==> src/rtl/uart_pkg.sv <==
// Shared constants for the UART transmit path.
// - Header codes: the first byte of every UART packet, naming its payload type.
// - FSM state encoding for the arbiter. These are plain 2-bit localparams rather
//   than an enum so that the Yosys flow can read them.
// - idx_width(): width of a source index. It is never less than 1.
package uart_pkg;

  localparam logic [7:0] PARROT          = 8'd0;
  localparam logic [7:0] ETH_FRAME_IN    = 8'd1;
  localparam logic [7:0] ETH_FRAME_OUT   = 8'd2;
  localparam logic [7:0] REMAINING_LAYER = 8'd3;
  localparam logic [7:0] INSTRUCTION     = 8'd4;
  localparam logic [7:0] BRAIN_STATUS    = 8'd5;
  localparam logic [7:0] PAYLOAD_COMING  = 8'd6;
  localparam logic [7:0] INFO            = 8'd7;

  localparam logic [1:0] StIdle   = 2'd0;
  localparam logic [1:0] StHeader = 2'd1;
  localparam logic [1:0] StData   = 2'd2;

  function automatic int unsigned idx_width(input int unsigned n);
    return (n > 1) ? $clog2(n) : 1;
  endfunction

endpackage

==> src/rtl/uart_tx_arbiter_if.sv <==
// Stream bundle between the source streams, the arbiter and the UART transmitter.
// Modports:
// - master: the arbiter's view. It consumes the sources and drives the UART side.
// - slave:  the environment's view. It drives the sources and the UART ready.
// Signals:
// - src_tdata:  flattened source data. Source i is at [DATA_WIDTH*i +: DATA_WIDTH].
// - src_tvalid, src_tready, src_tlast: per-source handshake.
// - uart_out_tdata, uart_out_tvalid, uart_out_tready, uart_out_tlast: byte stream
//   to the UART.
interface uart_tx_arbiter_if #(
  parameter int unsigned DATA_WIDTH = 8,
  parameter int unsigned NUM_SRC    = 3
);
  logic [NUM_SRC*DATA_WIDTH-1:0] src_tdata;
  logic [NUM_SRC-1:0]            src_tvalid;
  logic [NUM_SRC-1:0]            src_tready;
  logic [NUM_SRC-1:0]            src_tlast;
  logic [DATA_WIDTH-1:0]         uart_out_tdata;
  logic                          uart_out_tvalid;
  logic                          uart_out_tready;
  logic                          uart_out_tlast;

  modport master (
    input  src_tdata, src_tvalid, src_tlast, uart_out_tready,
    output src_tready, uart_out_tdata, uart_out_tvalid, uart_out_tlast
  );

  modport slave (
    output src_tdata, src_tvalid, src_tlast, uart_out_tready,
    input  src_tready, uart_out_tdata, uart_out_tvalid, uart_out_tlast
  );
endinterface

==> src/rtl/uart_tx_arbiter_rr.sv <==
// rr_arbiter: combinational round-robin picker.
// The search starts at (last + 1) mod NUM_SRC. The first requester found wins.
// Ports:
// - req:     per-source request.
// - last:    index of the previous winner.
// - gnt:     one-hot winner. All zeros when nothing is requested.
// - gnt_idx: index of the winner. 0 when nothing is requested.
module rr_arbiter
  import uart_pkg::*;
#(
  parameter int unsigned NUM_SRC = 3
) (
  input  logic [NUM_SRC-1:0]                   req,
  input  logic [idx_width(NUM_SRC)-1:0]        last,
  output logic [NUM_SRC-1:0]                   gnt,
  output logic [idx_width(NUM_SRC)-1:0]        gnt_idx
);
  localparam int unsigned IdxW = idx_width(NUM_SRC);

  int unsigned idx;
  logic        found;

  always_comb begin
    gnt     = '0;
    gnt_idx = '0;
    found   = 1'b0;
    idx     = 0;
    for (int unsigned i = 1; i <= NUM_SRC; i++) begin
      idx = (int'(last) + i) % NUM_SRC;
      if (!found && req[idx]) begin
        found        = 1'b1;
        gnt[idx]     = 1'b1;
        gnt_idx      = IdxW'(idx);
      end
    end
  end

endmodule

==> src/rtl/uart_tx_arbiter.sv <==
// uart_tx_arbiter: merges NUM_SRC byte streams onto one UART transmitter.
// Each transfer is a header byte, which names the source via HDR_CODES, followed by
// source data.
//
// Optional feature, selected by the macro UART_TX_BURST_EN:
// - Defined: one header precedes a whole burst. The burst ends on the granted source's
//   tlast, and uart_out_tlast mirrors that tlast.
// - Undefined: every data byte gets its own header. src_tlast is ignored, and
//   uart_out_tlast marks each header+byte pair.
//
// Ports:
// - clk, rst_n: clock and asynchronous active-low reset.
// - bus: the uart_tx_arbiter_if master modport. It carries the source streams and
//   the UART stream.
// - grant: one-hot current owner. 0 in IDLE.
// - busy: high whenever the FSM is outside IDLE.
module uart_tx_arbiter
  import uart_pkg::*;
#(
  parameter int unsigned           DATA_WIDTH = 8,
  parameter int unsigned           NUM_SRC    = 3,
  parameter logic [NUM_SRC*8-1:0]  HDR_CODES  = {BRAIN_STATUS, ETH_FRAME_OUT, REMAINING_LAYER}
) (
  input  logic                clk,
  input  logic                rst_n,
  uart_tx_arbiter_if.master   bus,
  output logic [NUM_SRC-1:0]  grant,
  output logic                busy
);
  localparam int unsigned IdxW = idx_width(NUM_SRC);

  logic [1:0]         state_q;
  logic [NUM_SRC-1:0] grant_q;
  logic [IdxW-1:0]    idx_q;
  logic [IdxW-1:0]    last_q;
  logic [NUM_SRC-1:0] arb_gnt;
  logic [IdxW-1:0]    arb_idx;
  logic [7:0]         hdr_byte;
  logic               out_hs;
  logic               burst_done;

  rr_arbiter #(
    .NUM_SRC (NUM_SRC)
  ) u_rr (
    .req     (bus.src_tvalid),
    .last    (last_q),
    .gnt     (arb_gnt),
    .gnt_idx (arb_idx)
  );

  assign hdr_byte = HDR_CODES[8*idx_q +: 8];
  assign out_hs   = bus.uart_out_tvalid && bus.uart_out_tready;

`ifdef UART_TX_BURST_EN
  assign burst_done = bus.src_tlast[idx_q];
`else
  logic unused_tlast;
  assign unused_tlast = ^bus.src_tlast;
  assign burst_done   = 1'b1;
`endif

  always_ff @(posedge clk or negedge rst_n) begin
    if (!rst_n) begin
      state_q <= StIdle;
      grant_q <= '0;
      idx_q   <= '0;
      // Park on the last source so that source 0 is favoured first after reset.
      last_q  <= IdxW'(NUM_SRC - 1);
    end else begin
      case (state_q)
        StIdle: begin
          if (|bus.src_tvalid) begin
            grant_q <= arb_gnt;
            idx_q   <= arb_idx;
            state_q <= StHeader;
          end
        end
        StHeader: begin
          if (out_hs) state_q <= StData;
        end
        StData: begin
          // Never abandon a granted source: leave only on a completing handshake.
          if (out_hs && burst_done) begin
            last_q  <= idx_q;
            grant_q <= '0;
            state_q <= StIdle;
          end
        end
        default: begin
          grant_q <= '0;
          state_q <= StIdle;
        end
      endcase
    end
  end

  assign grant = grant_q;
  assign busy  = (state_q != StIdle);

  // Output mux. The header byte comes from registered state only, so it stays stable
  // under back-pressure. In the data phase the granted source passes straight through.
  always_comb begin
    bus.uart_out_tvalid = 1'b0;
    bus.uart_out_tdata  = '0;
    bus.uart_out_tlast  = 1'b0;
    bus.src_tready      = '0;
    case (state_q)
      StHeader: begin
        bus.uart_out_tvalid = 1'b1;
        bus.uart_out_tdata  = DATA_WIDTH'(hdr_byte);
      end
      StData: begin
        bus.uart_out_tvalid   = bus.src_tvalid[idx_q];
        bus.uart_out_tdata    = bus.src_tdata[DATA_WIDTH*idx_q +: DATA_WIDTH];
        bus.src_tready[idx_q] = bus.uart_out_tready;
        bus.uart_out_tlast    = burst_done;
      end
      default: ;
    endcase
  end

endmodule

==> src/flat_wrapper.sv <==
// flat-port wrapper written by rule: the top's interface ports become plain ports
module uart_tx_arbiter_flat import uart_pkg::*;
#(
  parameter int unsigned           DATA_WIDTH = 8,
  parameter int unsigned           NUM_SRC    = 3,
  parameter logic [NUM_SRC*8-1:0]  HDR_CODES  = {BRAIN_STATUS, ETH_FRAME_OUT, REMAINING_LAYER}
)
  (clk, rst_n, grant, busy, bus_src_tdata, bus_src_tvalid, bus_src_tlast, bus_uart_out_tready, bus_src_tready, bus_uart_out_tdata, bus_uart_out_tvalid, bus_uart_out_tlast);
  uart_tx_arbiter_if #(.DATA_WIDTH(DATA_WIDTH), .NUM_SRC(NUM_SRC)) bus_i ();
  input  logic clk;
  input  logic rst_n;
  output logic [NUM_SRC-1:0] grant;
  output logic busy;
  input wire logic [$bits(bus_i.src_tdata)-1:0] bus_src_tdata;
  input wire logic [$bits(bus_i.src_tvalid)-1:0] bus_src_tvalid;
  input wire logic [$bits(bus_i.src_tlast)-1:0] bus_src_tlast;
  input wire logic [$bits(bus_i.uart_out_tready)-1:0] bus_uart_out_tready;
  output wire logic [$bits(bus_i.src_tready)-1:0] bus_src_tready;
  output wire logic [$bits(bus_i.uart_out_tdata)-1:0] bus_uart_out_tdata;
  output wire logic [$bits(bus_i.uart_out_tvalid)-1:0] bus_uart_out_tvalid;
  output wire logic [$bits(bus_i.uart_out_tlast)-1:0] bus_uart_out_tlast;
  assign bus_i.src_tdata = bus_src_tdata;
  assign bus_i.src_tvalid = bus_src_tvalid;
  assign bus_i.src_tlast = bus_src_tlast;
  assign bus_i.uart_out_tready = bus_uart_out_tready;
  assign bus_src_tready = bus_i.src_tready;
  assign bus_uart_out_tdata = bus_i.uart_out_tdata;
  assign bus_uart_out_tvalid = bus_i.uart_out_tvalid;
  assign bus_uart_out_tlast = bus_i.uart_out_tlast;
  uart_tx_arbiter #(.DATA_WIDTH(DATA_WIDTH), .NUM_SRC(NUM_SRC), .HDR_CODES(HDR_CODES)) u_core (.clk(clk), .rst_n(rst_n), .bus(bus_i), .grant(grant), .busy(busy));
endmodule
==> config.mk <==
export PLATFORM = sky130hd
export DESIGN_NAME = uart_tx_arbiter_flat
export DESIGN_NICKNAME = d
export VERILOG_FILES = /design/src/rtl/uart_pkg.sv /design/src/rtl/uart_tx_arbiter_if.sv /design/src/rtl/uart_tx_arbiter_rr.sv /design/src/rtl/uart_tx_arbiter.sv /design/src/flat_wrapper.sv
export SDC_FILE = /design/constraint.sdc
export NUM_CORES = 1
export LEC_CHECK = 0
export CAP_MARGIN = 15
export CORE_ASPECT_RATIO = 1.4
export CORE_MARGIN = 2
export CORE_UTILIZATION = 42
export DETAILED_ROUTE_END_ITERATION = 7
export PLACE_DENSITY = 0.8
export SYNTH_ARGS = -nofsm -noshare
export SYNTH_HDL_FRONTEND = slang
export SYNTH_SLANG_ARGS = --single-unit
==> constraint.sdc <==
create_clock -name clk -period 2.7 [get_ports clk]
set_clock_uncertainty 0.15 [all_clocks]
set_input_delay 0.405 -clock clk [delete_from_list [all_inputs] [get_ports clk]]
set_output_delay 0.405 -clock clk [all_outputs]
set_load 0.1 [all_outputs]
==> results_dict.tcl <==
set metrics [dict create \
    worstSetupStartpoint "u_core.idx_q[1]" \
    hold_ws_ns 0.284 \
    clkSinkCount 9 \
    grt_antenna_before_repair 0 \
    die_x_um 47.2 \
    syn-cell-area_mm2 0.00110 \
    initial_core_util_pct 45.0 \
    synth_cell_types 42 \
    syn_nets 179 \
    cts_root_buffer "clkbuf_4" \
    hold_buffers 0 \
    async_reset_ff_share_pct 100 \
    areaGrowthSynthToFinish_pct 63.6 \
    cp-start-kind "flop" \
    hpwl_um 2760 \
    die-area_mm2 0.00305 \
    cts_buffers 3 \
    diodes 0 \
    r2r-start "u_core.last_q[0]" \
    finalWirelength_um 3370 \
    finalCritPeriodShare_pct 94.1 \
    vias 1198 \
    max_freq_mhz 394 \
    cts_resized 0 \
    grt_use_total_pct 24.0 \
    drtIter0Drc 43 \
    fill_cells 190 \
    post-cts-setup-buffers 0 \
    io_pins 50 \
    finalSetupViolations 0 \
    irDropWorstVdd_mv 1.08 \
    htree_levels 1 \
    finalPower_w 0.00259 \
    timing.final.hold_violations 0 \
    synth_top_area_share_pct 18.2 \
    drt-vias-per-instance 5.45 \
    worst_pin_slew_ns 0.708 \
    synthCells 138 \
    fin_cells 220 \
    synth_warnings 0 \
    cts_tree "done" \
    num_rows 21 \
    first_pass_iters 4 \
    synth_seq_cells 9 \
    clk_pin_slew_worst_paths_ns 0.07 \
    wl_per_cell_um 15.3 \
    port_buffers 46 \
    synth-edff-count 0 \
    syn_avg_cell_area_um2 7.96 \
    nets 228 \
    rsz0062_at_grt "no" \
    p_leak_nw 0.720 \
    crit_type "reg -> out" \
    synth_area_leaders "dfrtp_1 18%, ha_1 9.1%, mux2i_1 8.2%, a21oi_1 6.8%, nor2_1 5.1%" \
    drv_cap 0 \
    insertion_delay_ns 0.27 \
    yosys.area.top_type "dfrtp_1" \
    fp.dieH_um 64.5 \
    path_max_fanout 16 \
    cp-end-kind "output pin" \
    synth_flop_cell "dfrtp_1" \
    drive_gt1_share_pct 24.2 \
    grt_pass1_vias 1290 \
    seq_area_frac_synth_pct 20.6 \
    hold_class "in -> async" \
    finalCriticalPeriod_ns 2.54 \
    grt_remaining_overflow 0 \
    drc_errors 0 \
    grt_pass1_wl_um 5490 \
    outcome "complete, no violations" \
    grt_max_degree 17 \
    fin_tns_setup_ns 0 \
    core_area_mm2 0.00244 \
    required_ns 2.14 \
    power.density_mw_per_mm2 1440 \
    cp_data_arrival_time_ns 1.99 \
    gp_congestion 0.871 \
    clockBufferDepth 2 \
    slew_violations 0 \
    dp.cells 216 \
    relSlewSlack_pct 52.8 \
    ant_nets 0 \
]
-- synth_stat cells, types with 2 or more instances --
cell type / instances
clkbuf_1: 3
o21ai_1: 3
mux2i_1: 9
dfrtp_1: 8
nand2_1: 10
a21oi_1: 15
nor2b_1: 4
mux2i_4: 2
inv_1: 13
nand3_1: 2
ha_1: 8
a311oi_1: 2
o32ai_1: 2
o21a_1: 3
nor3_1: 4
o22ai_1: 2
nand2b_1: 7
nor2_1: 15
a31oi_1: 2
nand3b_1: 2
-- sequential cells by signal (all words and copies together), names as in the netlist --
| register | cells |
|---|---|
| u_core.last_q | 2 |
| u_core.grant | 3 |
| u_core.state_q | 2 |
| u_core.idx_q | 2 |
-- worst max-delay path, stage by stage, from the launching register on --
cell and delay [ns]:
dfrtp_1 0.80, buf_4 0.29, mux2i_1 0.19, nor2_1 0.05, a21oi_1 0.15, nor2_2 0.07, buf_12 0.17
-- through the flow --
| step | setup WS, ns | utilization [%] | area [um2] |
|---|---|---|---|
| after CTS | 0.173 | 73.5 | 1800 |
| after global routing | 0.0444 | 73.5 | 1800 |
| after detailed placement | 0.289 | 72.5 | 1770 |
| after global placement | 0.309 | 72.5 | 1770 |
| final | 0.159 | 73.5 | 1800 |
| after floorplan | 0.0465 | - | 1170 |
-- cell families (layout without fill, tap and decap cells) --
group           Yosys count  after routing  share of synthesized area [%]
buf+inv                  19             67                           7.29
compound gates           40             40                           25.2
mux                      14             14                           15.7
simple gates             48             48                           22.1
flops                     9              9                           20.6
fa+ha+maj                 8              8                           9.11
-- cell usage in the layout (no fill, tap or decap), types with 2 or more instances in the layout --
cell             count
o21ai_1              3
nor2b_2              2
a31oi_1              2
buf_4                8
a311oi_1             2
mux2i_1              9
nand2b_1             7
nor2b_1              2
o32ai_1              2
ha_1                 7
mux2i_4              2
nor2_1              10
nand3_1              2
inv_1               13
o22ai_1              2
buf_12              12
clkdlybuf4s50_1     29
a21oi_1             15
dfrtp_1              8
nor3_1               2
nand2_1              9
nand3b_1             2
o21a_1               3
nor3_4               2
clkbuf_4             3
nor2_2               6
-- path summary, 6_finish.rpt --
path / cells after the start / slack (ns) / to
hold reg to reg: 2 / 0.38 / u_core.grant[0]
setup / recovery: 6 / 0.16 / bus_uart_out_tdata[6]
hold / removal: 1 / 0.28 / u_core.grant[1]
max in group asynchronous: 1 / 1.78 / u_core.last_q[1]
setup reg to reg: 7 / 0.48 / u_core.grant[1]
min in group clk: 2 / 0.38 / u_core.grant[0]
-- report_power, final --
part,switching (W),leakage [nW],internal [W]
logic,0.00141,0.591,0.000796
registers,0.0000787,0.114,0.000195
clock network,0.0000518,0.0150,0.0000571
total,0.00154,0.720,0.00105
-- final cells by class --
type                            count  area (um2)  area share, %
Inverter                           14        52.6           2.92
Sequential cell                     9         226           12.6
Timing Repair Buffer               49         591           32.9
Clock buffer                        4        26.3           1.46
Tap cell                           34        42.5           2.37
Multi-Input combinational cell    110         858           47.8
-- metal layers --
metal  track usage, %  vias up  part of all wire, %
met5                0        -                    0
met4             6.94        0                  1.3
met3             1.39        4                  5.0
met2             47.0       44                   56
met1             24.9      563                   37
li1                 -      587                    -
Power figures use the tool's default switching activity.
